===== src/rtl/pe_interco_pkg.sv =====
// rtl/pe_interco_pkg.sv - shared types and helpers for the peripheral interconnect
//
// Purpose: master ID type and one-hot check used by the response back-router.
// Ports:   none (package).
package pe_interco_pkg;

  localparam int N_MASTER = 16;

  typedef logic [N_MASTER-1:0] master_id_t;

  // True when exactly one bit of the ID is set.
  function automatic logic is_onehot(master_id_t id);
    return (id != '0) && ((id & (id - 1'b1)) == '0);
  endfunction

endpackage


===== src/rtl/pe_resp_id_fifo.sv =====
// rtl/pe_resp_id_fifo.sv - in-order FIFO of granted master IDs
//
// Purpose: stores the ID of each granted request until its response pops it.
// Ports:   clk, rst (sync, active-high)
//          push_i/data_i   write at tail
//          pop_i/data_o    read at head (data_o is the current head, combinational)
//          full_o/empty_o  occupancy flags
//          usage_o         occupancy count
module pe_resp_id_fifo #(
  parameter int WIDTH = 16,
  parameter int DEPTH = 4
) (
  input  logic                       clk,
  input  logic                       rst,
  input  logic                       push_i,
  input  logic [WIDTH-1:0]           data_i,
  input  logic                       pop_i,
  output logic [WIDTH-1:0]           data_o,
  output logic                       full_o,
  output logic                       empty_o,
  output logic [$clog2(DEPTH+1)-1:0] usage_o
);

  localparam int PW = $clog2(DEPTH);
  localparam int CW = $clog2(DEPTH + 1);

  logic [WIDTH-1:0] mem [DEPTH];
  logic [PW-1:0]    wptr;
  logic [PW-1:0]    rptr;
  logic [CW-1:0]    usage;

  logic do_push;
  logic do_pop;

  assign full_o  = (usage == CW'(DEPTH));
  assign empty_o = (usage == '0);
  assign usage_o = usage;
  assign data_o  = mem[rptr];

  // Guard locally so the FIFO never corrupts itself even if the caller does not.
  assign do_push = push_i & ~full_o;
  assign do_pop  = pop_i & ~empty_o;

  // DEPTH is a power of two, so pointers wrap by natural overflow.
  always_ff @(posedge clk) begin
    if (rst) begin
      wptr  <= '0;
      rptr  <= '0;
      usage <= '0;
    end else begin
      if (do_push) wptr <= wptr + 1'b1;
      if (do_pop)  rptr <= rptr + 1'b1;
      case ({do_push, do_pop})
        2'b10:   usage <= usage + 1'b1;
        2'b01:   usage <= usage - 1'b1;
        default: usage <= usage;
      endcase
    end
  end

  // Storage needs no reset: entries are only read after being written.
  always_ff @(posedge clk) begin
    if (do_push) mem[wptr] <= data_i;
  end

endmodule


===== src/rtl/pe_resp_backroute.sv =====
// rtl/pe_resp_backroute.sv - slave-side response router back to the granting master
//
// Purpose: records the one-hot ID of each granted request and steers the slave's
//          registered response to that master, strictly in grant order.
// Ports:   clk, rst (sync, active-high)
//          data_req_i/data_ID_i/data_gnt_o   arbitration-tree side request
//          data_req_o/data_gnt_i             slave side request
//          data_r_valid_i/_rdata_i/_opc_i    slave response
//          data_r_valid_o/_rdata_o/_opc_o    per-master response (valid is one-hot)
//          outstanding_o                     ID FIFO occupancy
//          err_o                             sticky protocol error
module pe_resp_backroute #(
  parameter int N_MASTER        = 16,
  parameter int DATA_WIDTH      = 32,
  parameter int MAX_OUTSTANDING = 4
) (
  input  logic                                 clk,
  input  logic                                 rst,
  input  logic                                 data_req_i,
  input  logic [N_MASTER-1:0]                  data_ID_i,
  output logic                                 data_gnt_o,
  output logic                                 data_req_o,
  input  logic                                 data_gnt_i,
  input  logic                                 data_r_valid_i,
  input  logic [DATA_WIDTH-1:0]                data_r_rdata_i,
  input  logic                                 data_r_opc_i,
  output logic [N_MASTER-1:0]                  data_r_valid_o,
  output logic [DATA_WIDTH-1:0]                data_r_rdata_o,
  output logic                                 data_r_opc_o,
  output logic [$clog2(MAX_OUTSTANDING+1)-1:0] outstanding_o,
  output logic                                 err_o
);

  import pe_interco_pkg::is_onehot;

  logic                full;
  logic                empty;
  logic                push;
  logic                pop;
  logic [N_MASTER-1:0] head_id;
  logic                id_onehot;

  // Full comes only from registered occupancy, so a same-cycle response never
  // reopens the request path; that costs one cycle at full but avoids a
  // combinational path from the slave response to the slave request.
  assign data_req_o = data_req_i & ~full;
  assign data_gnt_o = data_gnt_i & ~full;

  assign push = data_req_o & data_gnt_i;
  assign pop  = data_r_valid_i & ~empty;

  if (N_MASTER == pe_interco_pkg::N_MASTER) begin : g_pkg_onehot
    assign id_onehot = is_onehot(data_ID_i);
  end else begin : g_gen_onehot
    assign id_onehot = (data_ID_i != '0) && ((data_ID_i & (data_ID_i - 1'b1)) == '0);
  end

  pe_resp_id_fifo #(
    .WIDTH (N_MASTER),
    .DEPTH (MAX_OUTSTANDING)
  ) u_id_fifo (
    .clk     (clk),
    .rst     (rst),
    .push_i  (push),
    .data_i  (data_ID_i),
    .pop_i   (pop),
    .data_o  (head_id),
    .full_o  (full),
    .empty_o (empty),
    .usage_o (outstanding_o)
  );

  // Valid pulses for one cycle per pop; data and opc hold their last value.
  always_ff @(posedge clk) begin
    if (rst) begin
      data_r_valid_o <= '0;
      data_r_rdata_o <= '0;
      data_r_opc_o   <= 1'b0;
    end else begin
      data_r_valid_o <= pop ? head_id : '0;
      if (pop) begin
        data_r_rdata_o <= data_r_rdata_i;
        data_r_opc_o   <= data_r_opc_i;
      end
    end
  end

  // Orphan responses and malformed IDs are both flagged; only reset clears it.
  always_ff @(posedge clk) begin
    if (rst) begin
      err_o <= 1'b0;
    end else if ((data_r_valid_i & empty) | (push & ~id_onehot)) begin
      err_o <= 1'b1;
    end
  end

endmodule


===== config.mk =====
export PLATFORM = sky130hd
export DESIGN_NAME = pe_resp_backroute
export DESIGN_NICKNAME = d
export VERILOG_FILES = /design/src/rtl/pe_interco_pkg.sv /design/src/rtl/pe_resp_id_fifo.sv /design/src/rtl/pe_resp_backroute.sv
export SDC_FILE = /design/constraint.sdc
export NUM_CORES = 1
export LEC_CHECK = 0
export ABC_AREA = 1
export CAP_MARGIN = 20
export CORE_AREA = 2 2 141 143
export DETAILED_ROUTE_END_ITERATION = 8
export DIE_AREA = 0 0 143 145
export PLACE_DENSITY = 0.45
export SLEW_MARGIN = 20
export SYNTH_ARGS = -nofsm -noshare
export SYNTH_HDL_FRONTEND = slang
export SYNTH_SLANG_ARGS = --single-unit

===== constraint.sdc =====
create_clock -name clk -period 2.1 [get_ports clk]
set_input_delay 0.42 -clock clk [delete_from_list [all_inputs] [get_ports clk]]
set_output_delay 0.42 -clock clk [all_outputs]
set_load 0.02 [all_outputs]

# [Word level (Yosys, flattened, before mapping)]
# Memory sizes are Yosys's and may differ from the RTL's. A register that Yosys moved wholly into a read port is not among the register bits.
# Cells that the tools add are included.
[word_totals] reg_bits=41 ram_bits=64 inputBits=54 out_inout_bits=55 elab_cells=38 memories=1
[mem_list] name="u_id_fifo.mem" depth=4 word_bits=16 rd=1 rd_ports_with_merged_regs=1 write_ports=1 line="pe_resp_id_fifo.sv:27" source="logic [WIDTH-1:0] mem [DEPTH];"
[classes] add_sub_neg=5 n_eq_ne=3 muxes=3 bitwise=14 reduce_logical=6
[ops] operator="$and 16x16->16" n=1
[ops] operator="$logic_not 16->1" n=1
[ops] operator="$reduce_bool 16->1" n=1
[ops] operator="$sub 16x1->16 const B" n=1
[ops] operator="$and 1x1->1" n=8
[ops] operator="$pmux 3 s2" n=1
[ops] operator="$add 2x1->2 const B" n=2
[ops] operator="$not 1->1" n=4
[ops] operator="$add 3x1->3 const B" n=1
[ops] operator="$eq 3x3->1 const B" n=1
[ops] operator="$logic_not 3->1" n=1
[ops] operator="$sub 3x1->3 const B" n=1
[ops] operator="$eq 2x1->1 const B" n=1
[ops] operator="$eq 2x2->1 const B" n=1
[ops] operator="$mux 1" n=2
[ops] operator="$reduce_bool 2->1" n=1
[ops] operator="$reduce_or 2->1" n=1
[ops] operator="$logic_and 1x1->1" n=1
[ops] operator="$or 1x1->1" n=1

# [Depth between registers and ports, before layout]
[depth] ltp_word=7 ltp_mapped=12 mapped_depth_nobuf=12

# [Hierarchy]
# A second synthesis with hierarchy kept.
[hier_totals] hier_cells=500 hier_area_um2=4814.6
[modules_own_cells] module="pe_resp_id_fifo" n_inst=1 cells_per_inst=224 area_each_um2=2849.0 seq_area_each_um2=2102.0
[modules_own_cells] module="pe_resp_backroute" n_inst=1 cells_per_inst=276 area_each_um2=1965.6 seq_area_each_um2=1001.0

# [Worst setup path before layout]
# Ideal clock, no wire load.
[synth_path] path_kind="register to register" from="register u_id_fifo.usage[1], in the netlist u_id_fifo.usage_o[1]" to="memory u_id_fifo.mem[0][0] (enable)" setup_time_ns=0.389 arrival_ns=1.929 required_ns=1.711 path_slack_ns=-0.218 path_stages_with_launch=7 path_buffers=0 period_less_slack_ns=2.318 cell_sequence="dfxtp_1 -> nor2_1 -> nand2_1 -> inv_1 -> nor2_1 -> nand2_2 -> nor2_1"
[synth_between] elab_chain_cells=7
[synth_lines] item="from (decl)" line="pe_resp_id_fifo.sv:30" source="logic [CW-1:0] usage;"
[synth_lines] item="from (signal assigned)" line="pe_resp_id_fifo.sv:54" source="2'b10: usage <= usage + 1'b1;"
[synth_lines] item="from (signal assigned)" line="pe_resp_id_fifo.sv:55" source="2'b01: usage <= usage - 1'b1;"
[synth_lines] item="from (signal assigned)" line="pe_resp_id_fifo.sv:56" source="default: usage <= usage;"
[synth_lines] item="$eq 3x3->1 *" line="pe_resp_id_fifo.sv:35" source="assign full_o = (usage == CW'(DEPTH));"
[synth_lines] item="$not 1->1 *" line="pe_resp_id_fifo.sv:41, pe_resp_backroute.sv:46"
[synth_lines] item="$and 1x1->1" line="pe_resp_backroute.sv:46" source="assign data_req_o = data_req_i & ~full;"
[synth_lines] item="$and 1x1->1" line="pe_resp_backroute.sv:49" source="assign push = data_req_o & data_gnt_i;"
[synth_lines] item="$and 1x1->1 *" line="pe_resp_id_fifo.sv:41" source="assign do_push = push_i & ~full_o;"
[synth_lines] item="$mux 1 *" line="pe_resp_id_fifo.sv:63" source="if (do_push) mem[wptr] <= data_i;"
[synth_lines] item="$mux 1 (not written as such) *" line="pe_resp_id_fifo.sv:63"
[synth_lines] item="to (decl)" line="pe_resp_id_fifo.sv:27"
# Mark *: on every way between the ends. The rest lies on a longest branch, timed or not.

# [Worst setup path in the final report]
[layout_path] from="register u_id_fifo.usage[0], in the netlist u_id_fifo.usage_o[0]" to="register u_id_fifo.usage[2], in the netlist u_id_fifo.usage_o[2]"
[layout_between] elab_chain_cells=7 elab_cells_between_ends=15 classes_between="add/sub (2); eq/ne (3); mux (1); bitwise (7); reduce/logical (2)"
[layout_lines] item="$eq 3x3->1" line="pe_resp_id_fifo.sv:35"
[layout_lines] item="$not 1->1" line="pe_resp_id_fifo.sv:41, pe_resp_backroute.sv:46"
[layout_lines] item="$and 1x1->1" line="pe_resp_backroute.sv:46"
[layout_lines] item="$and 1x1->1" line="pe_resp_backroute.sv:49"
[layout_lines] item="$and 1x1->1" line="pe_resp_id_fifo.sv:41"
[layout_lines] item="$eq 2x1->1 / $eq 2x2->1 (equally long branches)" line="pe_resp_id_fifo.sv:53" source="case ({do_push, do_pop})"
[layout_lines] item="$pmux 3 s2 / $reduce_bool 2->1 (equally long branches)"
# Parallel ways exist; a longest one is shown, timed or not.
# A chain may end at the register's enable or synchronous reset.

==> metrics.md <==
| Metric | Value |
|---|---|
| Status | finished clean |
| Syn_area_per_cell | 9.61 um^2 |
| Reg-to-reg endpoint | u_id_fifo.usage_o[2] |
| Critical Path End | u_id_fifo.usage_o[2] |
| Placed Cells | 864 |
| Pint | 5.59 mW |
| Clk pwr share | a little over a third |
| Slew Viols, Final | 0 |
| Clk slew on worst S/H paths | about 50 ps |
| Sequential element share of the synthesized area | 65.2% |
| MaxCap Viol Count | 0 |
| Worst skew pair latency | 410 ps |
| Final core utilization | approximately 35% |
| Final period utilization | 89.3% |
| Switching Power | 2.46 mW |
| Post-detailed-route count of antenna-violating nets | 0 |
| Crit path max fanout | 3 |
| Syn_nets | between 500 and 600 |
| R2R depth | 12 |
| Gpl congestion | 0.797 |
| H-tree level count | 4 |
| I/O pins | 109 |
| First-pass GRT wire length | just under 20000 um |
| Post-DP HPWL | 8100 um |
| Die width | 143 um |
| Vias per inst | 4.07 |
| Final Hold Fails | 0 |
| CTS Buf Count | 17 |
| Sequential share of power | 37.0% |
| Fin crit period | around 1900 ps |
| Worst setup SP type | register |
| Lkg Pwr | 2.50 nW |
| Initial DRC Count | roughly 150 |
| Syn-to-layout area delta | 44.6% |
| Die height | 145 um |
| Core Area | roughly 19000 um^2 |
| DP Worst Slack | -117 ps |
| Clk sink count | 121 |
| Total gr overflow | 0 |
| Flop-to-flop setup slack | 230 ps |
| Pre-antenna DRT Iters | 4 |
| Worst vdd ir | between 0.6 and 0.7 mV |
| Tot Pwr | 8.05 mW |
| Vias in the first global route | 3771 |
| PD cells | ~1200 nW/um^2 |
| Initial Utilization | 24.5% |
| Pin count of the biggest net entering global routing | 40 |
| PortBufs | roughly 110 |
| Antenna diode count | 0 |
| Setup bufs post-CTS | 0 |
| Worst Path Arrival | 2160 ps |
| Final setup fails | 0 |
| Synth Instances | 489 |
| Row count | a little over 50 |
| Sw frac | 30.6% |
| Reg-to-reg startpoint | u_id_fifo.usage_o[0] |
| Die ar. | 20700 um^2 |
| Combinational share of power | 26.8% |
| Post-Syn Area | 4700 um^2 |
| Register bit total from synthesis | 121 |
| Setup WS post-layout | 225 ps |
| Critical path origin | u_id_fifo.usage_o[0] |
| Clk Tree Root Cell | clkbuf_16 |
| Min Hold Slack | between 400 and 500 ps |
| Synth cell types | 24 |
| Worst setup path category | reg -> reg |
| RSZ-0062 raised after global routing | no |
| Share of layout cells above drive strength 1 | 11.6% |
| Relative slew margins | 65.6% |
| Type of the most critical hold path | reg -> reg |
| Clock skew | 9.88 ps |
| Initial antenna violation count | 0 |
| Drt drc | 0 |
| Worst Max-Slew Pin Slew | 516 ps |
| CP endpoint kind | register |
| Clk buf depth | 2 |
| Final nets | between 600 and 700 |
| CTS tree | yes |
| DR WL/cell | 13.5 um |
| Cell Count, Final, Fillers Out | 896 |
| Yosys warns | 0 |
| Total routed wirelength | about 12000 um |
| FMAX | around 530 MHz |
| Overall global routing resource usage | 12.1% |
| Critical Path RT | 2390 ps |
| Vias | 3643 |
[what timing repair did]
action | CTS | global route
gates resized for setup | 2 | 2
setup endpoints to repair | 2 | 1
hold buffers | 0 | 0
[cell usage after synthesis]
library cell | count | share of area [%]
nor2_1 | 162 | 13
o21ai_0 | 71 | 7.6
edfxtp_1 | 64 | 41
dfxtp_1 | 57 | 24
nand2_1 | 35 | 2.8
inv_1 | 25 | 2.0
a21oi_1 | 24 | 2.6
buf_2 | 13 | 1.4
clkbuf_1 | 6 | 0.48
ha_1 | 5 | 1.3
nor2_2 | 5 | 0.67
inv_2 | 4 | 0.32
nand2_2 | 4 | 0.53
nand3_1 | 4 | 0.43
a21boi_1 | 1 | 0.16
a21oi_2 | 1 | 0.19
a31o_2 | 1 | 0.19
and2_1 | 1 | 0.13
buf_1 | 1 | 0.080
buf_4 | 1 | 0.16
fa_1 | 1 | 0.43
nor2_4 | 1 | 0.24
o21a_1 | 1 | 0.16
o21ai_1 | 1 | 0.11
[sequential cells by signal (all words and copies together), names as in the netlist]
signal	flops
data_r_rdata_o	32
data_r_opc_o	1
u_id_fifo.usage_o	3
u_id_fifo.rptr	2
err_o	1
data_r_valid_o	16
u_id_fifo.wptr	2
u_id_fifo.mem	64
[through the flow]
| step | instance area, um^2 | TNS, ps |
|---|---|---|
| 6_report | 6800 | 0 |
| 3_3_place_gp | 6200 | -499 |
| 5_1_grt | 6800 | 0 |
| 4_1_cts | 6790 | 0 |
| 3_5_place_dp | 6200 | -652 |
| 2_1_floorplan | 4710 | 0 |
[per-layer routing]
layer / global-route usage [%] / vias up / share of wire [%]
met2: 18.7 / 110 / 45
met4: 4.85 / 0 / 1.6
li1: - / 1862 / -
met3: 6.50 / 13 / 9.7
met1: 14.0 / 1658 / 43
met5: 0 / - / 0
[worst min-delay path by stage]
stage                         start                 end  cells after the start
5_1_grt          data_r_rdata_o[24]  data_r_rdata_o[24]                      2
6_report         data_r_rdata_o[10]  data_r_rdata_o[10]                      2
4_1_cts           data_r_rdata_o[3]   data_r_rdata_o[3]                      2
3_3_place_gp     data_r_rdata_o[13]  data_r_rdata_o[13]                      2
3_5_place_dp      data_r_rdata_o[3]   data_r_rdata_o[3]                      2
2_1_floorplan  u_id_fifo.mem[3][10]  data_r_valid_o[10]                      2
[layout by cell type (no fill, tap or decap), types with 4 or more instances in the layout]
master	synthesis	final
o21ai_0	71	71
inv_2	4	4
nor2_1	162	160
dfxtp_1	57	54
ha_1	5	5
clkdlybuf4s50_1	0	106
nand2_2	4	4
buf_4	1	22
edfxtp_1	64	64
clkbuf_16	0	17
clkinv_2	0	4
a21oi_1	24	24
nor2_2	5	6
nand3_1	4	4
nand2_1	35	35
inv_1	25	25
[cell type report]
cell class	instances	area [um^2]
sequential	121	3070
tap	265	332
fill	1969	12400
clock buffer	19	433
inverter	29	109
multi-input combinational	318	1440
clock inverter	13	154
timing repair buffer	131	1260
[cells by family after synthesis]
group	count (synthesis)	share of synthesized area [%]
buffers and inverters	50	4.42
AND/OR/NAND/NOR	212	17.7
adder cells (fa/ha/maj)	6	1.76
flip-flops	121	65.2
AO/OA/AOI/OAI	100	10.9
[power by group through the flow]
stage / Clock (mW) / Combinational (mW) / Sequential, mW
floorplan: 0 / 0.877 / 3.35
global placement: 0 / 2.18 / 3.01
detailed placement: 0 / 2.20 / 3.02
CTS: 2.99 / 2.20 / 2.98
global route: 3.09 / 2.40 / 3.02
finish: 2.91 / 2.16 / 2.98
[worst max-delay path, stage by stage, from the launching register on]
cell	delay, ps
dfxtp_2	340
nor2_4	120
nand2_1	60
inv_1	80
nor2_2	50
nand2_2	60
ha_1	130
inv_1	60
fa_1	380
a21oi_1	140
o21ai_0	110
o21ai_0	150
a21oi_1	60
(Power assumes the default switching activity.)
